===== config.mk =====
export PLATFORM = sky130hd
export DESIGN_NAME = bit_remap_pipe
export DESIGN_NICKNAME = d
export VERILOG_FILES = /design/src/rtl/bit_remap_pkg.sv /design/src/rtl/bit_remap_cell.sv /design/src/rtl/bit_remap_pipe.sv
export SDC_FILE = /design/constraint.sdc
export NUM_CORES = 1
export LEC_CHECK = 0
export ABC_CLOCK_PERIOD_IN_PS = 4420
export CORE_MARGIN = 5
export CORE_UTILIZATION = 45
export CTS_CLUSTER_DIAMETER = 120
export DETAILED_ROUTE_END_ITERATION = 8
export HOLD_SLACK_MARGIN = 0.12
export REMOVE_ABC_BUFFERS = 1
export SLEW_MARGIN = 20
export SYNTH_ARGS = -nofsm -noshare
export SYNTH_HDL_FRONTEND = slang
export SYNTH_SLANG_ARGS = --single-unit

===== constraint.sdc =====
create_clock -name clk -period 4.42 [get_ports clk]
set_input_delay 0.442 -clock clk [delete_from_list [all_inputs] [get_ports clk]]
set_output_delay 0.442 -clock clk [all_outputs]
set_load 0.005 [all_outputs]

===== src/rtl/bit_remap_pkg.sv =====
// Shared types for the programmable bit remapper: op codes and remap table entry.
package bit_remap_pkg;

  // Widest source index a table entry can hold; the top zero-extends cfg_src into it.
  localparam int SRC_MAX_W = 8;

  typedef enum logic [1:0] {
    OP_CONST0 = 2'b00,
    OP_CONST1 = 2'b01,
    OP_PASS   = 2'b10,
    OP_INV    = 2'b11
  } remap_op_e;

  typedef struct packed {
    remap_op_e              op;
    logic [SRC_MAX_W-1:0]   src;
  } remap_entry_t;

  localparam remap_entry_t ENTRY_RST = '{op: OP_CONST0, src: '0};

endpackage


===== src/rtl/bit_remap_cell.sv =====
// One output bit of the remapper: constant, pass or invert of a selected input bit.
module bit_remap_cell
  import bit_remap_pkg::*;
#(
  parameter int IN_W = 15
) (
  input  remap_entry_t    entry,
  input  logic [IN_W-1:0] in_data,
  output logic            out_bit
);

  logic src_bit;

  always_comb begin
    // Sources beyond the input word read as 0.
    src_bit = 1'b0;
    for (int k = 0; k < IN_W; k++) begin
      if (entry.src == SRC_MAX_W'(k)) src_bit = in_data[k];
    end
    out_bit = 1'b0;
    case (entry.op)
      OP_CONST0: out_bit = 1'b0;
      OP_CONST1: out_bit = 1'b1;
      OP_PASS:   out_bit = src_bit;
      OP_INV:    out_bit = ~src_bit;
      default:   out_bit = 1'b0;
    endcase
  end

endmodule


===== src/rtl/bit_remap_pipe.sv =====
// Programmable bit remapper behind a single valid/ready register stage.
// Define REMAP_PARITY_EN to add a registered out_parity port.
module bit_remap_pipe
  import bit_remap_pkg::*;
#(
  parameter  int IN_W   = 15,
  parameter  int OUT_W  = 30,
  localparam int SRC_W  = $clog2(IN_W),
  localparam int ADDR_W = (OUT_W > 1) ? $clog2(OUT_W) : 1
) (
  input  logic              clk,
  input  logic              rst,
  input  logic              cfg_we,
  input  logic [ADDR_W-1:0] cfg_addr,
  input  logic [1:0]        cfg_op,
  input  logic [SRC_W-1:0]  cfg_src,
  input  logic              in_valid,
  output logic              in_ready,
  input  logic [IN_W-1:0]   in_data,
  output logic              out_valid,
  input  logic              out_ready,
  output logic [OUT_W-1:0]  out_data
`ifdef REMAP_PARITY_EN
  ,
  output logic              out_parity
`endif
);

  remap_entry_t     table_q [OUT_W];
  remap_entry_t     table_d [OUT_W];
  logic             out_valid_q, out_valid_d;
  logic [OUT_W-1:0] out_data_q,  out_data_d;
  logic [OUT_W-1:0] remap_word;
  logic             accept;

  // Cells read the registered table, so a write in the accept cycle only affects later words.
  for (genvar i = 0; i < OUT_W; i++) begin : g_cell
    bit_remap_cell #(.IN_W(IN_W)) u_cell (
      .entry   (table_q[i]),
      .in_data (in_data),
      .out_bit (remap_word[i])
    );
  end

  always_comb begin
    table_d = table_q;
    for (int k = 0; k < OUT_W; k++) begin
      if (cfg_we && (cfg_addr == ADDR_W'(k))) begin
        table_d[k] = '{op: remap_op_e'(cfg_op), src: SRC_MAX_W'(cfg_src)};
      end
    end
  end

  assign in_ready = !out_valid_q || out_ready;
  assign accept   = in_valid && in_ready;

  always_comb begin
    out_valid_d = out_valid_q;
    out_data_d  = out_data_q;
    if (accept) begin
      out_valid_d = 1'b1;
      out_data_d  = remap_word;
    end else if (out_ready) begin
      out_valid_d = 1'b0;
    end
  end

  always_ff @(posedge clk) begin
    if (rst) begin
      for (int k = 0; k < OUT_W; k++) table_q[k] <= ENTRY_RST;
      out_valid_q <= 1'b0;
      out_data_q  <= '0;
    end else begin
      table_q     <= table_d;
      out_valid_q <= out_valid_d;
      out_data_q  <= out_data_d;
    end
  end

  assign out_valid = out_valid_q;
  assign out_data  = out_data_q;

`ifdef REMAP_PARITY_EN
  logic parity_q, parity_d;

  always_comb begin
    parity_d = parity_q;
    if (accept) parity_d = ^remap_word;
  end

  always_ff @(posedge clk) begin
    if (rst) parity_q <= 1'b0;
    else     parity_q <= parity_d;
  end

  assign out_parity = parity_q;
`endif

endmodule


## Yosys cells after proc, flatten, opt, wreduce, memory -nomap -nowiden

Index checks and enable logic that the tools add are counted.

- Bits in registers: 211
- Input bits: 31
- Logic and storage cells: 1208

- Equality and inequality tests: 539
- Multiplexer cells: 482
- Bitwise logic cells: 30
- Reductions and logical operators: 95

Operators with widths:

| operator | number |
|---|---|
| $eq 4x4->1 const B | 210 |
| $eq 4x3->1 const B | 120 |
| $mux 1 | 452 |
| $eq 4x2->1 const B | 60 |
| $logic_not 8->1 | 30 |
| $eq 2x2->1 const B | 60 |
| $eq 4x1->1 const B | 30 |
| $pmux 1 s4 | 30 |
| $eq 5x5->1 const B | 14 |
| $eq 2x1->1 const B | 30 |
| $logic_not 2->1 | 30 |
| $eq 5x4->1 const B | 8 |
| $logic_and 1x1->1 | 31 |
| $not 1->1 | 30 |
| $eq 5x3->1 const B | 4 |
| $eq 5x2->1 const B | 2 |
| $eq 5x1->1 const B | 1 |
| $logic_not 5->1 | 1 |
| $reduce_bool 2->1 | 1 |
| $logic_not 1->1 | 1 |
| $logic_or 1x1->1 | 1 |

## Depth between registers and ports, before layout

- Depth in word-level cells: 18
- Gate-level depth with buffers: 8

## Cells and area by module

Synthesis repeated with hierarchy kept, for this count alone.

- Cells, all modules: 1801
- Area total of the unflattened synthesis: 15157.0 um^2

Modules (own cells, without submodules):

| module | times used | cells an instance | area each (um^2) |
|---|---|---|---|
| bit_remap_pipe | 1 | 781 | 8250.4 |
| bit_remap_cell | 30 | 34 | 230.2 |

## Worst setup path after synthesis

Ideal clock, no wire load.

- Kind: input to register
- From: input port in_data[9]
- To: register out_data_q[25] (netlist: out_data[25])
- Library setup time: 0.084 ns
- Data arrival time: 1.858 ns
- Data required time: 4.336 ns
- Setup slack: 2.478 ns
- Cell stages on the path: 5
- Cells stage by stage: buf_2 -> mux4_1 -> mux4_2 -> and3_4 -> o31ai_2

- Cells in the longest elaborated chain, start to end: 8

RTL lines:

| what | line | RTL |
|---|---|---|
| from (decl) | bit_remap_pipe.sv:19 | `input logic [IN_W-1:0] in_data,` |
| $mux 1 (*) (6 in series) | bit_remap_cell.sv:18 | `if (entry.src == SRC_MAX_W'(k)) src_bit = in_data[k];` |
| $not 1->1 | bit_remap_cell.sv:25 | `OP_INV: out_bit = ~src_bit;` |
| $pmux 1 s4 (*) | bit_remap_cell.sv:21 | `case (entry.op)` |
| to (signal assigned) | bit_remap_pipe.sv:76 | `out_data_q <= out_data_d;` |
| to (decl) | bit_remap_pipe.sv:32 | `logic [OUT_W-1:0] out_data_q, out_data_d;` |

Every way passes the cells marked *; elsewhere a longest branch is shown, timed or not.
A chain may end at the register's enable or synchronous reset.

## Final worst setup path

- From: input port in_data[8]
- To: register out_data_q[25] (netlist: out_data[25])

- Cells in the longest elaborated chain, start to end: 9

RTL lines:

| what | line |
|---|---|
| $mux 1 (*) (7 in series) | bit_remap_cell.sv:18 |
| $not 1->1 | bit_remap_cell.sv:25 |
| $pmux 1 s4 (*) | bit_remap_cell.sv:21 |

Marks and branches as above.

==> impl_metrics.py <==
metrics = {
    "sta": {
        "post-route-min-period_ns": 2.649,
        "max_freq_mhz": 377.5,
        "slew_headroom_pct": 22.66,
        "fin_skew_ns": 0.006159,
        "finalHoldViolations": 0,
        "finalSetupTns_ns": 0,
        "fin_crit_sh_pct": 59.94,
        "slew_violations": 0,
        "setup_violations": 0,
        "fin_ws_ns": 1.771,
        "rsz0062_at_grt": "no",
        "worstMarginPinSlew_ns": 1.157,
    },
    "critical_path": {
        "crit_family": "multiplexers",
        "crit_cells": 5,
        "crit_fanout": 21,
        "cp-end-kind": "flop",
        "startpoint": "in_data[8]",
        "crit_path_top_delay_cell": "clkdlybuf4s50_1",
        "crit_path_cell_trace": "clkdlybuf4s50_1 > mux4_1 > mux4_2 > and3_4 > o31ai_2",
        "reg2regPathDepth": 6,
        "crit_buf_inv": 1,
        "worstReg2RegStart": "out_valid",
        "worstSetupPathType": "in2reg",
        "worstPathArrival_ns": 3.10,
        "max_stage_delay_ns": 1.02,
        "crit_required_ns": 4.87,
        "startpoint_type": "primary input",
    },
    "logic_synthesis": {
        "syn_area_per_cell_um2": 8.710,
        "synth_cells": 1496,
        "mappedNetlistArea_mm2": 0.01303,
        "ys_seq_area_share_pct": 32.42,
        "synth_largest_area_cell": "dfxtp_1",
        "postSynth.asyncResetShare_pct": 0,
        "synth_top_area_share_pct": 32.42,
        "synth_cell_type_count": 65,
        "yosys-top-cells-count": "dfxtp_1, mux2i_1, nor2_1",
        "synthFlopType": "dfxtp_1",
        "synth_area_leaders": "dfxtp_1, mux2i_1, mux4_2, nor2_1, nand2_1",
        "synth-edff-count": 0,
        "synth-seq-cells": 211,
        "yosysWarningCount": 0,
        "synth.most_common_cell": "dfxtp_1",
    },
    "cts": {
        "clockBufferDepth": 3,
        "clk_pin_slew_worst_paths_ns": 0.06,
        "cts_tree": "yes",
        "post_cts_buffers": 0,
        "cts_hold_buf": 0,
        "clock_sinks": 211,
        "post_cts_resized": 0,
        "cts_root_buffer": "clkbuf_16",
        "cts_max_level": 1,
        "cts_made_buffers": 26,
        "clk_latency_ns": 0.53,
    },
    "die": {
        "core.rowCount": 62,
        "core_area_mm2": 0.02863,
        "initial_core_util_pct": 45.52,
        "die_w_um": 180.2,
        "die_y_um": 180.2,
        "ios": 63,
        "fp.dieArea_mm2": 0.03246,
    },
    "hold_path": {
        "hold_start": "rst",
        "hold_path_depth": 2,
        "hp-class": "in2reg",
    },
    "pwr": {
        "seqPwrFrac_pct": 41.4,
        "fin_total_pwr_mw": 4.681,
        "peakVddDrop_v": 0.0002448,
        "power_switching_mw": 1.182,
        "swShare_pct": 25.25,
        "combPwrFrac_pct": 10.0,
        "cellPowerDensity_mw_per_mm2": 317.9,
        "internal_power_mw": 3.499,
        "p_clk_share_pct": 48.5,
        "p_leak_nw": 5.169,
    },
    "placed_design": {
        "dp.cells": 1822,
        "dp_slack_ns": 1.287,
        "place_congestion": 0.8235,
        "port_buffers": 62,
        "post-dp-hpwl_um": 24710,
    },
    "outcome": {
        "status": "finished clean",
    },
    "route": {
        "routed_wirelength_um": 41260,
        "drt-pass1-iter-count": 5,
        "drt_iter0_markers": 860,
        "vias_per_cell": 6.225,
        "drc": 0,
        "detail_route.wl_per_cell_um": 22.09,
        "vias": 11630,
        "antenna_left": 0,
    },
    "layout": {
        "fillCellCount": 2690,
        "final_layout_size_suffix_gt1_share_pct": 11.25,
        "nNetsFinal": 1497,
        "area_growth_pct": 13.01,
        "final_cells": 1868,
        "utilization_pct": 51.44,
        "antenna_cells": 0,
    },
    "grt": {
        "grt_first_pass_wirelength_um": 64380,
        "grt_max_degree": 81,
        "grt-ovfl-total": 0,
        "first_global_vias": 10970,
        "antenna_found_initial": 0,
        "grt_usage_pct": 24.37,
    },
    "job": {
        "maxCapViolations": 0,
    },
}
## placed cells by master (no fill, tap or decap), types with 22 or more instances in the layout
cell type	Yosys	final
inv_1	31	31
nand2b_1	45	45
buf_4	0	39
clkbuf_16	0	27
o21ai_0	37	37
nand3b_1	22	22
mux2_2	23	23
clkdlybuf4s50_1	0	59
nor2_1	161	160
nand2_1	127	127
dfxtp_1	211	211
mux4_2	44	44
nand3_1	81	81
mux2i_1	185	185
a21oi_1	89	89
## sequential cells by signal (all words and copies together), names as in the netlist
| name | cells |
|---|---|
| table_q | 180 |
| out_data | 30 |
| out_valid | 1 |
## power by group through the flow
| stage | combinational (mW) | sequential, mW | clock [mW] |
|---|---|---|---|
| finish | 0.469 | 1.94 | 2.27 |
| global route | 0.493 | 1.94 | 2.37 |
| CTS | 0.461 | 1.94 | 2.31 |
| detailed placement | 0.458 | 1.98 | 0 |
| global placement | 0.455 | 1.98 | 0 |
| floorplan | 0.177 | 1.98 | 0 |
## final cells by class
type / instances / area, um2 / share of cell area (%)
tap: 384 / 480.5 / 3.263
timing repair buffer: 102 / 924.6 / 6.279
multi-input combinational: 1093 / 8066 / 54.78
inverter: 32 / 120.1 / 0.8157
clock inverter: 6 / 105.1 / 0.7137
clock buffer: 40 / 804.5 / 5.463
sequential: 211 / 4224 / 28.69
## worst reg2reg max path, cell delays in order (launching register included)
cell and delay, ns:
dfxtp_1 0.32, nand2b_1 0.30, and2_1 0.46, nor2_2 0.32
buf_4 0.39, nand2_1 0.13, o311ai_0 0.09
## final timing paths
check / end / slack, ns
max: out_data[25] / 1.77
min: table_q[258] / 0.33
max reg2reg: out_data[14] / 2.31
min reg2reg: table_q[199] / 0.46
## layer usage
layer	global-route usage, %	share of wire (%)	wire [um]	up-vias
met5	0	0	0	-
met1	34.57	45	18610	5702
met3	3.169	6.5	2674	94
li1	-	-	-	5395
met4	6.897	2.8	1161	0
met2	39.21	46	18810	437
## cell families after synthesis
kind of cell	synth area share (%)
AO/OA/AOI/OAI	15.08
multiplexers	25.62
XOR/XNOR	0.2017
AND/OR/NAND/NOR	20.85
buffers and inverters	5.838
flip-flops	32.42
## metrics by stage
step                      area (um2)  hold WS [ns]
after floorplan                12390        0.4303
after global placement         13810        0.4464
after detailed placement       13810        0.4537
after CTS                      14720        0.3271
after global routing           14730        0.3486
final                          14730        0.3275
Note: power is estimated with default switching activity, not from simulation.
